## config.mk

```make
export PLATFORM = sky130hd
export DESIGN_NAME = const_to_note
export DESIGN_NICKNAME = d
export VERILOG_FILES = /design/src/rtl/const_to_note.sv
export SDC_FILE = /design/constraint.sdc
export NUM_CORES = 1
export LEC_CHECK = 0
export BUFFER_PORTS_ARGS = -buffer_cell sky130_fd_sc_hd__buf_2
export CELL_PAD_IN_SITES_DETAIL_PLACEMENT = 0
export CELL_PAD_IN_SITES_GLOBAL_PLACEMENT = 1
export CORE_AREA = 2 2 154 231
export DETAILED_ROUTE_END_ITERATION = 6
export DIE_AREA = 0 0 156 233
export PLACE_DENSITY_LB_ADDON = 0.25
export SYNTH_ARGS = -nofsm -noshare
export SYNTH_HDL_FRONTEND = slang
export SYNTH_SLANG_ARGS = --single-unit
```

## constraint.sdc

```tcl
create_clock -name clk -period 11.05 [get_ports clk]
set_input_delay 1.6575 -clock clk [delete_from_list [all_inputs] [get_ports clk]]
set_output_delay 1.6575 -clock clk [all_outputs]
set_load 0.05 [all_outputs]
```

## src/rtl/const_to_note.sv

```systemverilog
// Phase-increment constant to note index decoder.
// Eight-step binary search over the shifted 12-entry base table.
module const_to_note #(
    parameter int CONST_W = 24,
    parameter int NOTE_W  = 8,
    parameter int REF_OCT = 10
) (
    input  logic               clk,
    input  logic               reset,
    input  logic               in_valid,
    output logic               in_ready,
    input  logic [CONST_W-1:0] constant_in,
    output logic               out_valid,
    output logic [NOTE_W-1:0]  note,
    output logic [CONST_W-1:0] residual,
    output logic               exact,
    output logic               underrange
);

    typedef enum logic {IDLE, SEARCH} state_t;

    localparam logic [7:0] REF = 8'(REF_OCT);

    state_t state_q, state_d;

    logic [CONST_W-1:0] c_q;
    logic [NOTE_W-1:0]  cand_q, cand_d;
    logic [2:0]         b_q;
    logic [NOTE_W-1:0]  note_q;
    logic [CONST_W-1:0] res_q;
    logic               exact_q;
    logic               under_q;
    logic               out_valid_q;

    logic [NOTE_W-1:0]  trial;
    logic [CONST_W-1:0] t_trial;
    logic [CONST_W-1:0] t_cand;
    logic [CONST_W-1:0] t_fin;
    logic               take;
    logic               under_d;
    logic [CONST_W-1:0] res_d;
    logic               exact_d;

    // Note n -> constant: semitone picks the base, octave shifts it.
    function automatic logic [CONST_W-1:0] tbl(input logic [NOTE_W-1:0] n);
        logic [7:0]         o;
        logic [3:0]         s;
        logic [CONST_W-1:0] b;
        o = n / 8'd12;
        s = 4'(n % 8'd12);
        case (s)
            4'd0:    b = CONST_W'(2608);
            4'd1:    b = CONST_W'(2763);
            4'd2:    b = CONST_W'(2927);
            4'd3:    b = CONST_W'(3101);
            4'd4:    b = CONST_W'(3286);
            4'd5:    b = CONST_W'(3481);
            4'd6:    b = CONST_W'(3688);
            4'd7:    b = CONST_W'(3908);
            4'd8:    b = CONST_W'(4140);
            4'd9:    b = CONST_W'(4386);
            4'd10:   b = CONST_W'(4647);
            default: b = CONST_W'(4923);
        endcase
        if (o < REF) tbl = b >> (REF - o);
        else         tbl = b << (o - REF);
    endfunction

    // One search step plus the result that would be committed on the last one.
    always_comb begin
        trial   = cand_q | (NOTE_W'(1) << b_q);
        t_trial = tbl(trial);
        t_cand  = tbl(cand_q);
        take    = (t_trial <= c_q);
        cand_d  = take ? trial : cand_q;
        t_fin   = take ? t_trial : t_cand;
        under_d = (c_q < CONST_W'(2));
        res_d   = under_d ? '0 : c_q - t_fin;
        exact_d = !under_d && (res_d == '0);
    end

    // State register.
    always_ff @(posedge clk or posedge reset) begin
        if (reset) state_q <= IDLE;
        else       state_q <= state_d;
    end

    // Next state: accept from idle, return after the bit-0 step.
    always_comb begin
        state_d = state_q;
        case (state_q)
            IDLE:    if (in_valid) state_d = SEARCH;
            SEARCH:  if (b_q == 3'd0) state_d = IDLE;
            default: state_d = IDLE;
        endcase
    end

    // Handshake output: ready whenever idle.
    always_comb begin
        in_ready = (state_q == IDLE);
    end

    // Search datapath and held result registers.
    always_ff @(posedge clk or posedge reset) begin
        if (reset) begin
            c_q         <= '0;
            cand_q      <= '0;
            b_q         <= '0;
            note_q      <= '0;
            res_q       <= '0;
            exact_q     <= 1'b0;
            under_q     <= 1'b0;
            out_valid_q <= 1'b0;
        end else begin
            out_valid_q <= 1'b0;
            case (state_q)
                IDLE: begin
                    if (in_valid) begin
                        c_q    <= constant_in;
                        cand_q <= '0;
                        b_q    <= 3'd7;
                    end
                end
                SEARCH: begin
                    cand_q <= cand_d;
                    b_q    <= b_q - 3'd1;
                    if (b_q == 3'd0) begin
                        note_q      <= cand_d;
                        under_q     <= under_d;
                        res_q       <= res_d;
                        exact_q     <= exact_d;
                        out_valid_q <= 1'b1;
                    end
                end
                default: ;
            endcase
        end
    end

    assign out_valid  = out_valid_q;
    assign note       = note_q;
    assign residual   = res_q;
    assign exact      = exact_q;
    assign underrange = under_q;

endmodule

```

======== Yosys cells after proc, flatten, opt, wreduce, memory -nomap -nowiden ========
Memories as Yosys holds them, arrays and structs flattened.
Index checks and enable logic that the tools add are counted.
word-level totals
  memory bits (read-only) ................. 416
  memories kept ........................... 2
  RAM bits ................................ 0
  latch bits .............................. 0
  input port bits ......................... 27
  output and inout port bits .............. 36
  register bits after elaboration ......... 71
memories
  name             words  width  rd ports  clocked after memory_dff  write ports  line  source
  (no name shown)  16     13     1         0                         0            51    case (s)
  (no name shown)  16     13     1         0                         0            51
cells by class
  bitwise operators ....................... 2
  muxes and demuxes ....................... 14
  $add $sub $neg .......................... 6
  shift operators ......................... 5
  multiply operators ...................... 0
  reduce and logical (&&, ||, !) cells .... 6
  div/mod/pow operators ................... 4
  magnitude comparators ................... 4
  eq/ne operators ......................... 1
operators with widths
  cell                                                         number
  two-way mux 24 bit                                           4
  left shift 24 x 8 -> 24 bit                                  2
  right shift 24 x 8 -> 24 bit                                 2
  less-or-equal comparator 24 bit                              1
  zero test 24 bit                                             1
  less-than comparator 24 x 2 -> 1 bit, second input constant  1
  subtractor 24 bit                                            1
  divider 8 x 4 -> 8 bit, second input constant                2
  less-than comparator 8 x 4 -> 1 bit, second input constant   2
  remainder unit 8 x 4 -> 8 bit, second input constant         2
  two-way mux 8 bit                                            2
  case mux 8 bit (2 select lines)                              1
  subtractor 4 x 8 -> 8 bit, first input constant              2
  subtractor 8 x 4 -> 8 bit, second input constant             2
  bitwise OR 8 bit                                             1
  left shift 1 x 3 -> 8 bit, first input constant              1
  case mux 3 bit (2 select lines)                              1
  two-way mux 1 bit                                            4
  AND reduction 2 bit                                          2
  zero test 3 bit                                              1
  two-way mux 3 bit                                            1
  subtractor 3 x 1 -> 3 bit, second input constant             1
  inequality test 2 bit, second input constant                 1
  case mux 1 bit (2 select lines)                              1
  3 further kinds                                              3

======== Longest topological paths before layout ========
Gate-level depths: netlist of run 1.
  depth in word-level cells ............... 12
  mapped depth ............................ 47

======== Worst setup path before layout of run 1 ========
No wires, ideal clock.
  path kind ............................... register to register
  start point ............................. register b_q[0]
  end point ............................... register exact_q, in the netlist exact
  path buffers ............................ 7
  cell stages (with the launch flop) ...... 46
  data required time ...................... 10.968 ns
  slack ................................... 2.088 ns
  arrival time ............................ 8.880 ns
  cells stage by stage .................... dfrtp_1 > inv_1 > ha_1 > a21o_1 > buf_2 > nand3_1 > o2111ai_1 > nand3_1 > inv_2 > ha_1 > a221o_1 > nor3_4 > inv_2 > buf_2 > buf_2 > buf_1 > ha_1 > xnor2_1 > [... 10 more ...] > a221oi_1 > o21ai_0 > o211a_1 > clkbuf_1 > clkbuf_1 > o21bai_1 > ha_1 > a21o_1 > a21oi_1 > nor3b_1 > a21boi_0 > o31ai_1 > o31a_1 > a31oi_1 > xor2_1 > nor2_1 > o41a_1 > a31oi_1
on the way
  cells in the longest elaborated chain, start to end .. 12
  elaborated cells on any way between the ends .. 19
  those cells by class .................... add/sub (3); div (2); order compare (2); shift (3); mux (3); bitwise (1); reduce/logical (4); memory (1)
ends and longest elaborated chain
  element                                                                             line    source
  start, declared                                                                     28      logic [2:0] b_q;
  start signal, assigned                                                              126     b_q <= b_q - 3'd1;
  left shift 1 x 3 -> 8 bit                                                           71      trial = cand_q | (NOTE_W'(1) << b_q);
  bitwise OR 8 bit                                                                    71
  divider 8 x 4 -> 8 bit / remainder unit 8 x 4 -> 8 bit (equally long branches)      49, 50
  subtractor 8 x 4 -> 8 bit (tied with other cells)                                   66      else tbl = b << (o - REF);
  left shift 24 x 8 -> 24 bit / right shift 24 x 8 -> 24 bit (equally long branches)  66, 65
  two-way mux 24 bit                                                                  65      if (o < REF) tbl = b >> (REF - o);
  less-or-equal comparator 24 bit                                                     74      take = (t_trial <= c_q);
  two-way mux 24 bit                                                                  76      t_fin = take ? t_trial : t_cand;
  subtractor 24 bit                                                                   78      res_d = under_d ? '0 : c_q - t_fin;
  two-way mux 24 bit                                                                  78
  zero test 24 bit                                                                    79      exact_d = !under_d && (res_d == '0);
  logical AND 1 bit                                                                   79
  end signal, assigned                                                                131     exact_q <= exact_d;
  end, declared                                                                       31      logic exact_q;
Parallel ways exist; a longest one is shown, timed or not.
A chain may end at the register's enable or synchronous reset.

======== Worst setup path in the final report of run 1 ========
Same ends and word-level chain as after synthesis.

==> qor.yml, run 1 <==
setup_path:
  r2r_cells: 38
  worstPathMaxFanout: 26
  critical_path_class: "reg -> reg"
  cp_common_cell: "ha_1"
  r2r-end: "exact"
  start_kind: "register"
  r2r_slack_ps: 520
  end_kind: "register"
  slowest_stage: "a2111oi_0"
  r2r-start: "b_q[0]"
  crit_arrival_ps: 10770
  cp.required_ps: 11290
  max_stage_delay_ps: 550
sta:
  finalSetupTns_ps: 0
  finalSetupViolations: 0
  fin_crit_ps: 10530
  clock-skew-final_ps: 13.4
  drv_slew: 0
  slew_headroom: 0.297
  rsz0062_at_grt: "false"
  finalCritPeriodShare: 0.953
  tightest_slew_ps: 1050
  hold_violations: 0
  fmax_mhz: 95.0
clocking:
  cts.sinks: 71
  cts_tree: "yes"
  htreeDepth: 3
  clkLatencyLatePin_ps: 380
  path_clk_slew_ps: 70
  root_buffer: "clkbuf_16"
  cts_buffer_depth: 2
  cts_buffers: 9
cells_and_area:
  area_delta_synth_final_pct: 10.7
  drive_gt1_frac: 0.129
  fin_nets: 1527
synthesis:
  synth_warnings: 0
  synthSimpleGateAreaFrac: 0.244
  synth_compound_area_frac: 0.344
  synth_largest_area_cell: "dfrtp_1"
  syn_area_sq_um: 10100
  synth.area.mux_share: 0.0380
  synth_top_family_by_area: "compound AO/OA/AOI/OAI gates"
  synth_fp_nets: 1508
  synthAdderAreaFrac: 0.0945
  syn_area_per_cell_sq_um: 7.20
  synthCells: 1406
  async_flop_share: 1.00
  synth_edf_count: 0
  synth-seq-area-share: 0.175
  synth_seq_cells: 71
  synth_xor_area_frac: 0.0362
  synth_ff_type: "dfrtp_1"
  synthDistinctLibCells: 98
  synth.area.top_cells: "dfrtp_1 (18%), ha_1 (9.1%), nand2_1 (6.5%), o21ai_0 (6.1%), nor2_1 (4.6%)"
  synth_top_area_frac: 0.175
place:
  post-dp-hpwl_microns: 34700
  finalWeightedCongestion: 0.911
  port_buffers: 62
routing:
  dr_total_vias: 11300
  drtIter0Drc: 962
  via_per_inst: 6.07
  top_layer_used: "met4"
  wl_met2_microns: 22400
  met3_length_microns: 1820
  drt-total-wl_microns: 43400
  wl_met1_microns: 15900
  wl_per_cell_microns: 23.4
  drc_errors: 0
  postRouteAntennaNets: 0
  dr.pass1.iters: 5
global_routing:
  grt_util_all_layers: 0.238
  grt_pass1_vias: 11000
  antenna_found_initial: 1
  grt-ovfl-total: 0
  grt_max_degree: 72
  grt_pass1_wl_microns: 65600
floorplan:
  num_io_pins: 63
  row_count: 83
  initial_core_util: 0.296
  dieArea_sq_um: 36300
  die_y_microns: 233
  coreArea_sq_um: 34200
  die_w_microns: 156
run:
  max-cap-violations: 0
run_status:
  status: "complete, no violations"
hold_path:
  hp-start: "residual[21]"
  hold_depth: 2
  hold_end: "residual[21]"
  hp-class: "reg -> reg"
## per-layer routing
metal  GRT usage  vias to the layer above
li1            -                     5344
met1       0.249                     5358
met2       0.443                      431
met3      0.0276                      124
met4       0.157                        0
met5           0                        -
## critical path, delay by kind of cell (launching register included)
kind | cells | cell delay, ps
compound gates | 19 | 5250
simple gates | 7 | 1540
fa+ha+maj | 4 | 1220
buf+inv | 5 | 1120
xor+xnor | 2 | 520
flops | 1 | 410
mux | 1 | 340
## synth_stat cells (8+ instances only)
cell type	count
a31oi_1	29
ha_1	74
o22ai_1	20
inv_1	57
mux2i_1	22
a22o_1	9
nor4_1	15
and3_1	8
o21ai_1	11
nand2b_1	12
buf_2	29
nand2_1	176
mux2_2	11
nor3b_1	8
o32ai_1	8
nand3_1	55
a21oi_1	67
xor2_1	13
a21boi_0	8
nor2_1	125
xnor2_1	27
o21a_1	12
o211ai_1	29
nor3_1	51
nor2b_1	10
nand4_1	21
o31ai_1	17
a21o_1	19
o21ai_0	123
a211oi_1	23
dfrtp_1	71
a221o_1	10
clkbuf_1	48
## what timing repair did
| item | CTS | global route |
|---|---|---|
| setup endpoints to repair | 0 | 4 |
| setup buffers | 0 | 3 |
| hold buffers | 0 | 0 |
| resized for setup | 0 | 4 |
## state kept, by name, summed over array words and instances, names as in the netlist
| name | count |
|---|---|
| note | 8 |
| cand_q | 8 |
| underrange | 1 |
| c_q | 24 |
| state_q | 1 |
| residual | 24 |
| exact | 1 |
| out_valid | 1 |
| b_q | 3 |
## layout make-up
cell class | count | area (sq um)
antenna | 1 | 2.50
clock buffer | 9 | 225
clock inverter | 7 | 128
fill | 3699 | 23000
inverter | 65 | 245
multi-input combinational | 1177 | 7700
sequential | 71 | 1780
tap | 425 | 532
timing repair buffer | 101 | 603
## cell usage in the layout, fill, tap and decap left out, drive strengths merged, types with 8 or more instances in the layout
cell type / Yosys / routed
o32ai: 8 / 8
nand2: 176 / 176
nand4: 21 / 21
a31oi: 29 / 29
a211oi: 25 / 25
inv: 62 / 64
and3: 8 / 8
o211ai: 29 / 29
a221o: 10 / 10
o22ai: 20 / 20
nor3b: 8 / 8
o21ai: 134 / 134
nor4: 18 / 18
nor3: 52 / 52
o21a: 13 / 13
xnor2: 28 / 28
ha: 74 / 74
a22o: 9 / 9
nor2b: 10 / 10
xor2: 13 / 13
a21oi: 73 / 73
nand3: 55 / 55
o2111ai: 9 / 9
buf: 45 / 101
dfrtp: 71 / 71
mux2i: 25 / 25
a21o: 20 / 20
o31ai: 19 / 19
clkbuf: 48 / 9
mux2: 11 / 11
a21boi: 8 / 8
nor2: 125 / 125
nand2b: 12 / 12
## stage by stage
stage	util	setup slack [ps]	hold WS [ps]	instances	area, sq um
global placement	0.317	302	453	1836	10800
detailed placement	0.317	77.8	458	1836	10800
finish	0.328	522	467	1856	11200
CTS	0.327	54.6	474	1852	11200
floorplan	-	2090	499	1406	10100
global route	0.328	98.7	492	1856	11200
## logic make-up after synthesis
group	count (synthesis)
buf+inv	158
xor+xnor	41
mux	36
simple gates	522
fa+ha+maj	76
flops	71
compound gates	502
## how the worst max path moves through the flow
stage	start	endpoint	slack (ps)
CTS	b_q[1]	exact	50
finish	b_q[0]	exact	520
global route	b_q[0]	exact	100
floorplan	b_q[0]	exact	2090
global placement	b_q[1]	exact	300
detailed placement	b_q[1]	exact	80
Power of run 1 is not shown: default switching activity piles up to over one toggle a cycle in this logic, so the estimate is an artifact.
==> run 2: changes to the inputs <==
--- a/config.mk
+++ b/config.mk
@@ -11,7 +11,9 @@
 export CORE_AREA = 2 2 154 231
 export DETAILED_ROUTE_END_ITERATION = 6
 export DIE_AREA = 0 0 156 233
+export MAX_ROUTING_LAYER = met4
 export PLACE_DENSITY_LB_ADDON = 0.25
+export SETUP_SLACK_MARGIN = 0.5
 export SYNTH_ARGS = -nofsm -noshare
 export SYNTH_HDL_FRONTEND = slang
 export SYNTH_SLANG_ARGS = --single-unit
==> run 2 against run 1 <==
Net effect:
- critical path depth rose by 3
- clock skew rose by 6.8 ps
- global-route usage rose by 1.6 points
- sequential cell count did not move
- via count fell by 1.0%
- cell area barely moved
- core utilization barely moved
- routed wire length rose by 3.5%
- first-iteration DRC count rose by 7.6%
- final cell count rose by 0.16%
- worst hold slack got worse by 1.2 ps
- critical endpoint unchanged
==> qor.yml, run 2 (synthesis results as in run 1) <==
setup_path:
  worstPathMaxFanout: 26  # unchanged
  startpoint: "b_q[0]"
  slowest_stage: "a311oi_1"
  r2r-start: "b_q[0]"
  max_stage_delay_ps: 810  # +260 ps
  crit_arrival_ps: 10160  # -610 ps
  critical_path_class: "reg -> reg"
  cp.required_ps: 11350  # +60 ps
  start_kind: "register"
  end_kind: "register"
  cp_common_cell: "ha_1"
sta:
  finalCritPeriodShare: 0.892  # -0.0603
  fmax_mhz: 101  # +6.8%
  hold_violations: 0  # unchanged
  rsz0062_at_grt: "false"
  fin_crit_ps: 9860  # -666 ps
  setup_slack_ps: 1190  # +666 ps
  finalSetupTns_ps: 0  # unchanged
  finalSetupViolations: 0  # unchanged
  drv_slew: 0  # unchanged
  clock-skew-final_ps: 20.3  # +6.83 ps
  slew_headroom: 0.239  # -0.0579
  tightest_slew_ps: 1130  # +80.0 ps
routing:
  drtIter0Drc: 1035  # +7.6%
  via_per_inst: 5.99  # -1.2%
  dr.pass1.iters: 6  # +1
  drt-total-wl_microns: 45000  # +3.5%
  wl_per_cell_microns: 24.2  # +3.4%
  dr_total_vias: 11100  # -1.0%
  postRouteAntennaNets: 0  # unchanged
  drc_errors: 0  # unchanged
place:
  port_buffers: 62  # unchanged
  place_ws_ps: 581  # +503 ps
  finalWeightedCongestion: 0.997  # +9.4%
  post-dp-hpwl_microns: 35800  # +3.3%
  dpl_cell_area_sq_um: 10800  # unchanged
clocking:
  path_clk_slew_ps: 80  # about the same
  cts.sinks: 71  # unchanged
  cts_buffers: 9  # unchanged
  clkLatencyLatePin_ps: 380  # about the same
  cts_tree: "yes"
  ctsHoldBuffers: 0  # unchanged
  cts_buffer_depth: 2  # unchanged
  root_buffer: "clkbuf_16"
  htreeDepth: 3  # unchanged
global_routing:
  grt-ovfl-total: 0  # unchanged
  grt_pass1_vias: 10900  # -0.42%
  antenna_found_initial: 2  # +1
  grt_util_all_layers: 0.254  # +0.0162
  grt_pass1_wl_microns: 67900  # +3.5%
  grt_max_degree: 61  # -15%
cells_and_area:
  utilization: 0.328  # about the same
  layout_commonest_cell: "nand2_1"
  postLayoutCellArea_sq_um: 11200  # about the same
  fin_nets: 1528  # +0.065%
  mostFrequentLayoutCells: "nand2_1 (175), nor2_1 (124), o21ai_0 (123)"
  drive_gt1_frac: 0.134  # +0.00550
  fillCellCount: 3684  # -0.41%
  area_delta_synth_final_pct: 10.7  # about the same
hold_path:
  hp-class: "reg -> reg"
  hp-start: "residual[4]"
floorplan:
  die_w_microns: 156  # unchanged
  die_y_microns: 233  # unchanged
  coreArea_sq_um: 34200  # unchanged
  dieArea_sq_um: 36300  # unchanged
  row_count: 83  # unchanged
  initial_core_util: 0.296  # unchanged
  num_io_pins: 63  # unchanged
run_status:
  status: "complete, no violations"
run:
  max-cap-violations: 0  # unchanged
==> run 2: cell type report <==
class | instances | area (sq um) | area share
Timing Repair Buffer | 102 | 614 | 0.0548
Sequential cell | 71 | 1780 | 0.158
Tap cell | 425 | 532 | 0.0474
Multi-Input combinational cell | 1177 | 7750 | 0.692
Inverter | 65 | 245 | 0.0219
Antenna cell | 3 | 7.51 | 0.000670
Clock inverter | 6 | 43.8 | 0.00391
Clock buffer | 10 | 239 | 0.0213
==> run 2: layer usage <==
layer  track usage  up-vias  routed length, microns
met2         0.467      357                   23800
met5             -        -                       0
met4         0.128        0                    2510
met3        0.0272      106                    1650
met1         0.267     5317                   17000
li1              -     5359                       -
==> run 2: what timing repair did <==
action,CTS,global route
gates resized for setup,0,16
endpoints found under the setup margin,0,5
setup buffers,0,4
==> run 2: metrics by stage <==
step,std cells,hold WS [ps]
finish,1859,466
global route,1858,491
CTS,1852,474
detailed placement,1836,459
global placement,1836,451
floorplan,1406,499
==> run 2: final timing paths <==
path                          endpoint  slack, ps  cells after the start
min in group asynchronous       c_q[3]       1190                      2
min                        residual[4]        470                      2
max in group asynchronous       c_q[6]       8740                      3
min reg2reg                residual[4]        470                      2
max reg2reg                      exact       1190                     41
max                              exact       1190                     41
==> run 2: worst max-delay path: cells and delay by family (launching register included) <==
family	cells	cell delay (ps)
AOI/OAI and AO/OA	22	5450
xor gates and xnor gates	2	460
adders and majority gates	4	940
buffers and inverters	5	810
DFF	1	400
muxes	1	380
and+or+nand+nor	7	1340
Power of run 2 is left out for the same reason.
